==> config.mk <==
export PLATFORM = sky130hd
export DESIGN_NAME = stream_compare_multi
export DESIGN_NICKNAME = d
export VERILOG_FILES = /design/src/rtl/stream_compare_multi_pkg.sv /design/src/rtl/sc_skew_fifo.sv /design/src/rtl/stream_compare_multi.sv
export SDC_FILE = /design/constraint.sdc
export NUM_CORES = 2
export LEC_CHECK = 0
export CORE_UTILIZATION = 53
export DETAILED_ROUTE_END_ITERATION = 8
export MAX_ROUTING_LAYER = met4
export PLACE_DENSITY = 0.73
export SYNTH_ARGS = -nofsm -noshare
export SYNTH_HDL_FRONTEND = slang
export SYNTH_SLANG_ARGS = --single-unit
==> constraint.sdc <==
create_clock -name clk -period 31.8 [get_ports clk]
set_clock_uncertainty 0.2 [all_clocks]
set_input_delay 9.54 -clock clk [delete_from_list [all_inputs] [get_ports clk]]
set_output_delay 9.54 -clock clk [all_outputs]
set_load 0.03 [all_outputs]
==> src/rtl/stream_compare_multi_pkg.sv <==
`default_nettype none
// ============================================================================
// Module   : stream_compare_multi_pkg
// Purpose  : Shared types and helpers for the multi-lane stream comparator.
// Revision : 1.0 - initial release
// ============================================================================
package stream_compare_multi_pkg;

    localparam int c_MAX_LINKS      = 16;
    localparam int c_MAX_LINK_WIDTH = 64;
    localparam int c_MAX_DATA       = c_MAX_LINKS * c_MAX_LINK_WIDTH;
    localparam int c_MAX_CNT_WIDTH  = 64;

    typedef enum logic [1:0] {
        IDLE     = 2'd0,
        ARMED    = 2'd1,
        CAPTURED = 2'd2
    } cap_state_t;

    // Increment that sticks at the all-ones value of a counter 'width' bits wide.
    function automatic logic [c_MAX_CNT_WIDTH-1:0] sat_inc(
        input logic [c_MAX_CNT_WIDTH-1:0] value,
        input int unsigned                width
    );
        logic [c_MAX_CNT_WIDTH-1:0] limit;
        limit = (width >= c_MAX_CNT_WIDTH) ? '1 : ((64'd1 << width) - 64'd1);
        return (value >= limit) ? limit : value + 64'd1;
    endfunction

    // One bit per lane: set when the lane is enabled and its data differs.
    function automatic logic [c_MAX_LINKS-1:0] lane_mismatch_mask(
        input logic [c_MAX_DATA-1:0]  data0,
        input logic [c_MAX_DATA-1:0]  data1,
        input logic [c_MAX_LINKS-1:0] active,
        input int unsigned            nlinks,
        input int unsigned            lane_width
    );
        logic [c_MAX_LINKS-1:0] mask;
        logic [9:0]             idx;
        mask = '0;
        for (int unsigned l = 0; l < c_MAX_LINKS; l++) begin
            for (int unsigned b = 0; b < c_MAX_LINK_WIDTH; b++) begin
                idx = 10'(l * lane_width + b);
                if (l < nlinks && b < lane_width && active[l] && (data0[idx] != data1[idx]))
                    mask[l] = 1'b1;
            end
        end
        return mask;
    endfunction

endpackage
`default_nettype wire

==> src/rtl/sc_skew_fifo.sv <==
`default_nettype none
// ============================================================================
// Module   : sc_skew_fifo
// Purpose  : Shift-register FIFO whose head is always entry 0, with flush.
// Revision : 1.0 - initial release
// ============================================================================
module sc_skew_fifo #(
    parameter int WIDTH = 32,
    parameter int DEPTH = 8
) (
    input  logic             clk,
    input  logic             areset,
    input  logic             i_flush,
    input  logic             i_valid,
    input  logic [WIDTH-1:0] i_data,
    output logic             o_ready,
    input  logic             i_pop,
    output logic [WIDTH-1:0] o_head,
    output logic             o_empty,
    output logic             o_full
);
    localparam int c_AW = $clog2(DEPTH);
    localparam int c_CW = $clog2(DEPTH + 1);

    logic [WIDTH-1:0] r_mem [DEPTH];
    logic [c_CW-1:0]  r_count;
    logic             w_push;
    logic             w_pop;
    logic [c_AW-1:0]  w_wr_idx;

    assign o_full   = (r_count == c_CW'(DEPTH));
    assign o_empty  = (r_count == '0);
    assign o_ready  = ~o_full & ~areset;
    assign o_head   = r_mem[0];
    assign w_push   = i_valid & o_ready;
    assign w_pop    = i_pop & ~o_empty;
    // A simultaneous pop shifts everything down one slot, so the new beat lands one lower.
    assign w_wr_idx = w_pop ? c_AW'(r_count - 1'b1) : c_AW'(r_count);

    always_ff @(posedge clk) begin
        if (areset || i_flush) begin
            r_count <= '0;
        end else begin
            if (w_pop) begin
                for (int i = 0; i < DEPTH - 1; i++)
                    r_mem[i] <= r_mem[i+1];
            end
            if (w_push)
                r_mem[w_wr_idx] <= i_data;
            r_count <= r_count + c_CW'(w_push) - c_CW'(w_pop);
        end
    end

endmodule
`default_nettype wire

==> src/rtl/stream_compare_multi.sv <==
`default_nettype none
// ============================================================================
// Module   : stream_compare_multi
// Purpose  : Lane-wise comparator of two skewed streams with saturating counters.
// Options  : STREAM_COMPARE_MULTI_CAPTURE_EN builds the first-mismatch capture.
// Revision : 1.0 - initial release
// ============================================================================
module stream_compare_multi
    import stream_compare_multi_pkg::*;
#(
    parameter int NLINKS     = 4,
    parameter int LINK_WIDTH = 32,
    parameter int SKEW_DEPTH = 8,
    parameter int CNT_WIDTH  = 32
) (
    input  logic                         clk,
    input  logic                         areset,
    input  logic [NLINKS*LINK_WIDTH-1:0] s0_tdata,
    input  logic                         s0_tvalid,
    output logic                         s0_tready,
    input  logic [NLINKS*LINK_WIDTH-1:0] s1_tdata,
    input  logic                         s1_tvalid,
    output logic                         s1_tready,
    input  logic [NLINKS-1:0]            active_links,
    input  logic                         clear,
    input  logic                         latch,
    input  logic                         trigger_en,
    input  logic                         arm,
    output logic                         mismatch,
    output logic [CNT_WIDTH-1:0]         word_count_snap,
    output logic [NLINKS*CNT_WIDTH-1:0]  err_count_snap,
    output logic                         cap_valid,
    output logic [CNT_WIDTH-1:0]         cap_index,
    output logic [NLINKS-1:0]            cap_lanes,
    output logic [NLINKS*LINK_WIDTH-1:0] cap_data0,
    output logic [NLINKS*LINK_WIDTH-1:0] cap_data1
);
    localparam int c_DW = NLINKS * LINK_WIDTH;

    logic [c_DW-1:0]      w_head0;
    logic [c_DW-1:0]      w_head1;
    logic                 w_empty0;
    logic                 w_empty1;
    logic                 w_full0;
    logic                 w_full1;
    logic                 w_event;
    logic [NLINKS-1:0]    w_lane_err;
    logic                 w_any_err;

    logic [CNT_WIDTH-1:0] r_word_count;
    logic [CNT_WIDTH-1:0] r_err_count [NLINKS];
    logic                 r_mismatch;
    logic [CNT_WIDTH-1:0] r_word_snap;
    logic [NLINKS*CNT_WIDTH-1:0] r_err_snap;

    sc_skew_fifo #(.WIDTH(c_DW), .DEPTH(SKEW_DEPTH)) u_fifo0 (
        .clk     (clk),
        .areset  (areset),
        .i_flush (clear),
        .i_valid (s0_tvalid),
        .i_data  (s0_tdata),
        .o_ready (s0_tready),
        .i_pop   (w_event),
        .o_head  (w_head0),
        .o_empty (w_empty0),
        .o_full  (w_full0)
    );

    sc_skew_fifo #(.WIDTH(c_DW), .DEPTH(SKEW_DEPTH)) u_fifo1 (
        .clk     (clk),
        .areset  (areset),
        .i_flush (clear),
        .i_valid (s1_tvalid),
        .i_data  (s1_tdata),
        .o_ready (s1_tready),
        .i_pop   (w_event),
        .o_head  (w_head1),
        .o_empty (w_empty1),
        .o_full  (w_full1)
    );

    logic w_unused_full;
    assign w_unused_full = w_full0 ^ w_full1;

    assign w_event    = ~w_empty0 & ~w_empty1;
    assign w_lane_err = w_event ? NLINKS'(lane_mismatch_mask(c_MAX_DATA'(w_head0), c_MAX_DATA'(w_head1),
                                                            c_MAX_LINKS'(active_links), NLINKS, LINK_WIDTH))
                                : '0;
    assign w_any_err  = |w_lane_err;

    // Snapshot samples the registers before this edge, so latch+clear keeps pre-clear values.
    always_ff @(posedge clk) begin
        if (areset) begin
            r_word_count <= '0;
            for (int i = 0; i < NLINKS; i++)
                r_err_count[i] <= '0;
            r_mismatch  <= 1'b0;
            r_word_snap <= '0;
            r_err_snap  <= '0;
        end else begin
            if (latch) begin
                r_word_snap <= r_word_count;
                for (int i = 0; i < NLINKS; i++)
                    r_err_snap[i*CNT_WIDTH +: CNT_WIDTH] <= r_err_count[i];
            end
            r_mismatch <= w_any_err & trigger_en & ~clear;
            if (clear) begin
                r_word_count <= '0;
                for (int i = 0; i < NLINKS; i++)
                    r_err_count[i] <= '0;
            end else if (w_event) begin
                r_word_count <= CNT_WIDTH'(sat_inc(c_MAX_CNT_WIDTH'(r_word_count), CNT_WIDTH));
                for (int i = 0; i < NLINKS; i++) begin
                    if (w_lane_err[i])
                        r_err_count[i] <= CNT_WIDTH'(sat_inc(c_MAX_CNT_WIDTH'(r_err_count[i]), CNT_WIDTH));
                end
            end
        end
    end

    assign mismatch        = r_mismatch;
    assign word_count_snap = r_word_snap;
    assign err_count_snap  = r_err_snap;

`ifdef STREAM_COMPARE_MULTI_CAPTURE_EN
    cap_state_t           r_state;
    logic                 r_cap_valid;
    logic [CNT_WIDTH-1:0] r_cap_index;
    logic [NLINKS-1:0]    r_cap_lanes;
    logic [c_DW-1:0]      r_cap_data0;
    logic [c_DW-1:0]      r_cap_data1;

    always_ff @(posedge clk) begin
        if (areset) begin
            r_state     <= IDLE;
            r_cap_valid <= 1'b0;
            r_cap_index <= '0;
            r_cap_lanes <= '0;
            r_cap_data0 <= '0;
            r_cap_data1 <= '0;
        end else if (clear) begin
            r_state <= IDLE;
        end else begin
            case (r_state)
                IDLE: begin
                    if (arm) begin
                        r_state     <= ARMED;
                        r_cap_valid <= 1'b0;
                    end
                end
                ARMED: begin
                    if (w_any_err) begin
                        r_state     <= CAPTURED;
                        r_cap_valid <= 1'b1;
                        r_cap_index <= r_word_count;
                        r_cap_lanes <= w_lane_err;
                        r_cap_data0 <= w_head0;
                        r_cap_data1 <= w_head1;
                    end
                end
                CAPTURED: begin
                    if (arm) begin
                        r_state     <= ARMED;
                        r_cap_valid <= 1'b0;
                    end
                end
                default: r_state <= IDLE;
            endcase
        end
    end

    assign cap_valid = r_cap_valid;
    assign cap_index = r_cap_index;
    assign cap_lanes = r_cap_lanes;
    assign cap_data0 = r_cap_data0;
    assign cap_data1 = r_cap_data1;
`else
    logic w_unused_arm;
    assign w_unused_arm = arm;

    assign cap_valid = 1'b0;
    assign cap_index = '0;
    assign cap_lanes = '0;
    assign cap_data0 = '0;
    assign cap_data1 = '0;
`endif

endmodule
`default_nettype wire

Yosys cells after proc, flatten, opt, wreduce, memory -nomap -nowiden
Memory sizes are Yosys's and may differ from the RTL's.
Index checks and enable logic that the tools add are counted.
Storage, ports and cells
  input port bits: 268
  RAM bits: 2176
  register bits: 201
  memories: 3
Memory list
  u_fifo0.r_mem: depth 8, width 128, read ports 8, clocked after Yosys merged registers in 0, wr ports 8, line sc_skew_fifo.sv:25  | logic [WIDTH-1:0] r_mem [DEPTH];
  u_fifo1.r_mem: depth 8, width 128, read ports 8, clocked after Yosys merged registers in 0, wr ports 8, line sc_skew_fifo.sv:25
  r_err_count: depth 4, width 32, read ports 4, clocked after Yosys merged registers in 0, wr ports 4, line stream_compare_multi.sv:51  | logic [CNT_WIDTH-1:0] r_err_count [NLINKS];
Cells by class
  reductions and logical operators: 133
  order comparisons: 5
  bitwise operators: 23
  eq/ne operators: 130
  multiplexer cells: 181
  $add $sub $neg: 11
Operators with widths (count)
  $mux 32: 13
  $mux 1: 165
  $add 32x1->32 const B: 5
  $ge 32x32->1 const B: 5
  $logic_and 1x1->1: 128
  $ne 1x1->1: 128
  $and 1x1->1: 9
  $add 4x1->4: 2
  $eq 4x4->1 const B: 2
  $logic_not 4->1: 2
  $or 1x1->1: 8
  $sub 4x1->4: 2
  $mux 3: 2
  $not 1->1: 6
  $sub 3x1->3 const B: 2
  $mux 4: 1
  $reduce_or 4->1: 1
  $reduce_or 2->1: 1
  $logic_or 1x1->1: 1

Depth between registers and ports, before layout
An unclocked memory read counts as a cell.
  word-level depth: 42
  depth in mapped cells: 12
  mapped depth without buffers: 11

Hierarchy
From an unflattened synthesis, not the netlist that was laid out.
Unflattened totals
  cell total of the unflattened synthesis: 6044
  area total of the unflattened synthesis: 101627.5 µm²
Modules (own cells, without submodules)
  sc_skew_fifo at u_fifo0: area each 41951.5 µm², sequential area each 30829.6 µm², instances 1, cells an instance 2085
  sc_skew_fifo at u_fifo1: area each 41929.0 µm², sequential area each 30829.6 µm², instances 1, cells an instance 2085
  stream_compare_multi: area each 17747.0 µm², sequential area each 7387.1 µm², instances 1, cells an instance 1874

Least setup slack after synthesis
No wires, ideal clock.
  path kind: input port to flip-flop
  start: in areset
  end: mem u_fifo0.r_mem[6][0] in the netlist's numbering (enable)
  cell stages on the path: 4
  arrival: 19.569 ns
  path buffers: 0
  data required time: 30.808 ns
  setup time: 0.792 ns
  slack: 11.240 ns
  cell sequence: a21oi_1 > nand2_1 > or3_1 > o21ai_0
RTL lines
  from (decl): line stream_compare_multi.sv:17  | input logic areset,
  to (decl): line sc_skew_fifo.sv:25

Worst setup path in the final report
  start: in areset
  end: out s1_tready
Between the ends
  longest elaborated chain between the ends: 2
RTL lines
  $not 1->1: line sc_skew_fifo.sv:33  | assign o_ready = ~o_full & ~areset;
  $and 1x1->1: line sc_skew_fifo.sv:33
  to (decl): line stream_compare_multi.sv:23  | output logic s1_tready,
Every way passes these cells.

==> results.md <==
* Power Total at 6.30 mW
* Die height at 439 um
* DR vias/cell at 5.65
* Hold Path Class: flip-flop to flip-flop
* Yosys top cell by area: edfxtp_1
* Ranking of synthesized cells by area: edfxtp_1, mux2_2, dfxtp_1, buf_4, xor2_1
* Core ar. at 0.189 mm2
* Die W at 439 um
* Buffer count from post-CTS setup fixing at 0
* Netlist cell types at 67
* GPL Wtd Cong at 0.845
* Max clock buf depth at 3
* Fin util at 0.606
* DRT Pass-1 Iters at 5
* Share of cells above drive strength 1 at 0.339
* RSZ-0062 raised after global routing: false
* Yosys reg bits at 2377
* Clock Pin Slew Worst Setup and Hold Paths at 0.05 ns
* CP Data Required Time at 22.06 ns
* Worst R2R End: u_fifo0.r_mem[5][68]$_DFFE_PP_
* Fill cells at 13900
* Mapped Area at 0.101 mm2
* First-pass GRT wire length at 334000 um
* R2r startpoint: u_fifo0.r_count[1]$_SDFF_PP0_
* Grt ovf at 0
* Average wire per standard cell at 24.4 um
* Critical Path Fanout Max at 83
* Prevailing post-synth register cell: edfxtp_1
* Final ANT Viol Nets at 0
* Final setup viols at 0
* Ports at 724
* Nets at 6749
* Via count at 51900
* Max_cap viols at 0
* Final hold vios at 0
* EDFF count, synth at 2144
* CTS Buf Count at 230
* GRT Overall Usage at 0.238
* Hold_sp: err_count_snap[126]$_SDFFE_PP0P_
* Drt initial violations at 3620
* Syn Inst Count at 6016
* FP Rows at 159
* Clock insertion delay at the later pin of the skew report at 0.87 ns
* Largest net degree at the start of global routing at 129
* Drt drc at 0
* Synth Area per Inst at 16.8 um2
* Combinational power share at 0.040
* Async S/R FF share, synth at 0
* Power Dens Cells at 55.1 mW/mm2
* Maximum vdd drop at 0.0467 mV
* Switching power at 1.35 mW
* Final WL at 224000 um
* Initial core utilization at 0.536
* YS warnings at 0
* Rel. slew slack at 0.130
* Worst Setup Path Type: input port to primary output
* Clock sinks at 2377
* Worst hold path stage count at 2
* F_max at 47.9 MHz
* Clock tree root buffer cell: clkbuf_16
* Minimum clock period after layout at 20.87 ns
* CTS Hold Bufs at 0
* CP arrival at 11.13 ns
* Clk pwr share at 0.414
* Cell-internal power at 4.95 mW
* Outcome: finished, final reports clean
* Hold endpoint: err_count_snap[126]$_SDFFE_PP0P_
* Initial antenna violation count at 68
* H-tree levels at 4
* FF-to-FF setup slack at 25.28 ns
* Least-Margin Pin Slew at 1.30 ns
* Vias in the first global route at 51800
* Reg power frac at 0.546
* Worst setup SP type: input port
* Die area at 0.193 mm2
* Leakage at 37.8 nW
* Post_cts resized at 0
* Final period utilization at 0.656
* Setup crit end kind: primary output
* Slew Limit Fails at 0
* Switching Fraction at 0.214
* DPL Wire Length at 134000 um
* Synth-to-layout area growth at 12.9%
* Setup TNS at 0 ns
* CTS tree: built
* Cells on worst reg2reg path at 10
* Port bufs at 429
* Seq/Total Area, Yosys at 0.682
* Synth top area share at 0.636
[flip-flops by register name, indices dropped and copies added (netlist names)]
| name | flops |
|---|---|
| err_count_snap | 128 |
| mismatch | 1 |
| r_err_count | 128 |
| r_word_count | 32 |
| u_fifo0.r_count | 4 |
| u_fifo0.r_mem | 1024 |
| u_fifo1.r_count | 4 |
| u_fifo1.r_mem | 1024 |
| word_count_snap | 32 |
[Yosys cell counts, types with 12 or more instances]
cell type,number
nand2_1,85
mux2i_1,161
and2_1,16
a21oi_2,20
or3_1,12
edfxtp_1,2144
and3_1,31
a21oi_1,104
dfxtp_1,233
mux2_2,1792
buf_1,19
a31oi_1,13
and4_1,12
buf_2,186
inv_1,43
clkbuf_1,73
nor3_1,24
buf_4,293
xor2_1,185
o21ai_0,19
nor4_1,37
ha_1,19
nor2_1,240
nand4_1,40
xnor2_1,48
nand3_1,56
[kinds of logic (layout without fill, tap and decap cells)]
logic type	count (synthesis)	in the layout	share of synthesized area
flip-flops	2377	2377	0.682
multiplexers	1953	1953	0.215
buffers and inverters	616	960	0.0362
AND/OR/NAND/NOR	585	585	0.0279
XOR/XNOR	233	233	0.0202
AO/OA/AOI/OAI	230	230	0.0151
adder cells (fa/ha/maj)	21	21	0.00275
other	1	330	0.0000371
[metrics by stage]
step / area [um2] / instances / hold WS [ns] / setup slack, ns
finish: 114000 / 9184 / 0.291 / 10.93
global route: 114000 / 9175 / 0.312 / 10.86
floorplan: 102000 / 6308 / 0.247 / 11.24
global placement: 107000 / 8722 / 0.271 / 10.98
detailed placement: 107000 / 8722 / 0.281 / 10.95
CTS: 114000 / 9146 / 0.294 / 10.95
[layout make-up]
type	count	area (um2)	area share
clock inverters	110	875	0.00765
well taps	2495	3120	0.0273
flip-flops and latches	2377	69000	0.604
repair buffers	493	4880	0.0427
multi-input cells	3315	29800	0.261
diodes	37	92.6	0.000810
inverters	43	161	0.00141
clock buffers	314	6280	0.0550
[power by group through the flow]
stage	combinational (mW)	sequential, mW	clock (mW)
4_1_cts	0.252	3.44	2.65
3_3_place_gp	0.247	3.50	0
2_1_floorplan	0.161	3.51	0
6_report	0.251	3.44	2.61
5_1_grt	0.268	3.44	2.78
3_5_place_dp	0.251	3.50	0
[worst max-delay path: stages]
cell and delay (ns):
buf_4 0.67, a21oi_1 0.24, clkdlybuf4s50_1 0.67
[cells in the final DEF, fill, tap and decap left out, types with 43 or more instances in the layout]
cell	instances
xnor2_1	48
clkdlybuf4s50_1	427
inv_1	43
a21oi_1	104
clkinv_1	47
mux2i_1	161
conb_1	293
nor2_1	234
clkbuf_16	234
buf_4	56
clkbuf_1	64
dfxtp_1	233
nand2_1	76
edfxtp_1	2144
nand3_1	55
xor2_1	185
mux2_2	1792
[per-layer routing]
layer,vias to the layer above,global-route usage,part of all wire
met5,-,-,0
met2,1412,0.409,0.52
li1,23400,-,-
met4,0,0.0633,0.028
met3,354,0.0381,0.052
met1,26700,0.290,0.40
[worst max-delay path by stage]
| stage | endpoint | slack [ns] | start |
|---|---|---|---|
| 6_report | s1_tready | 10.93 | areset |
| 2_1_floorplan | u_fifo0.r_mem[6][0]$_DFFE_PP_ | 11.24 | areset |
| 5_1_grt | s1_tready | 10.86 | areset |
| 3_5_place_dp | s1_tready | 10.95 | areset |
| 4_1_cts | s1_tready | 10.95 | areset |
| 3_3_place_gp | s1_tready | 10.98 | areset |
No activity file was read; power rests on OpenSTA's default activity.
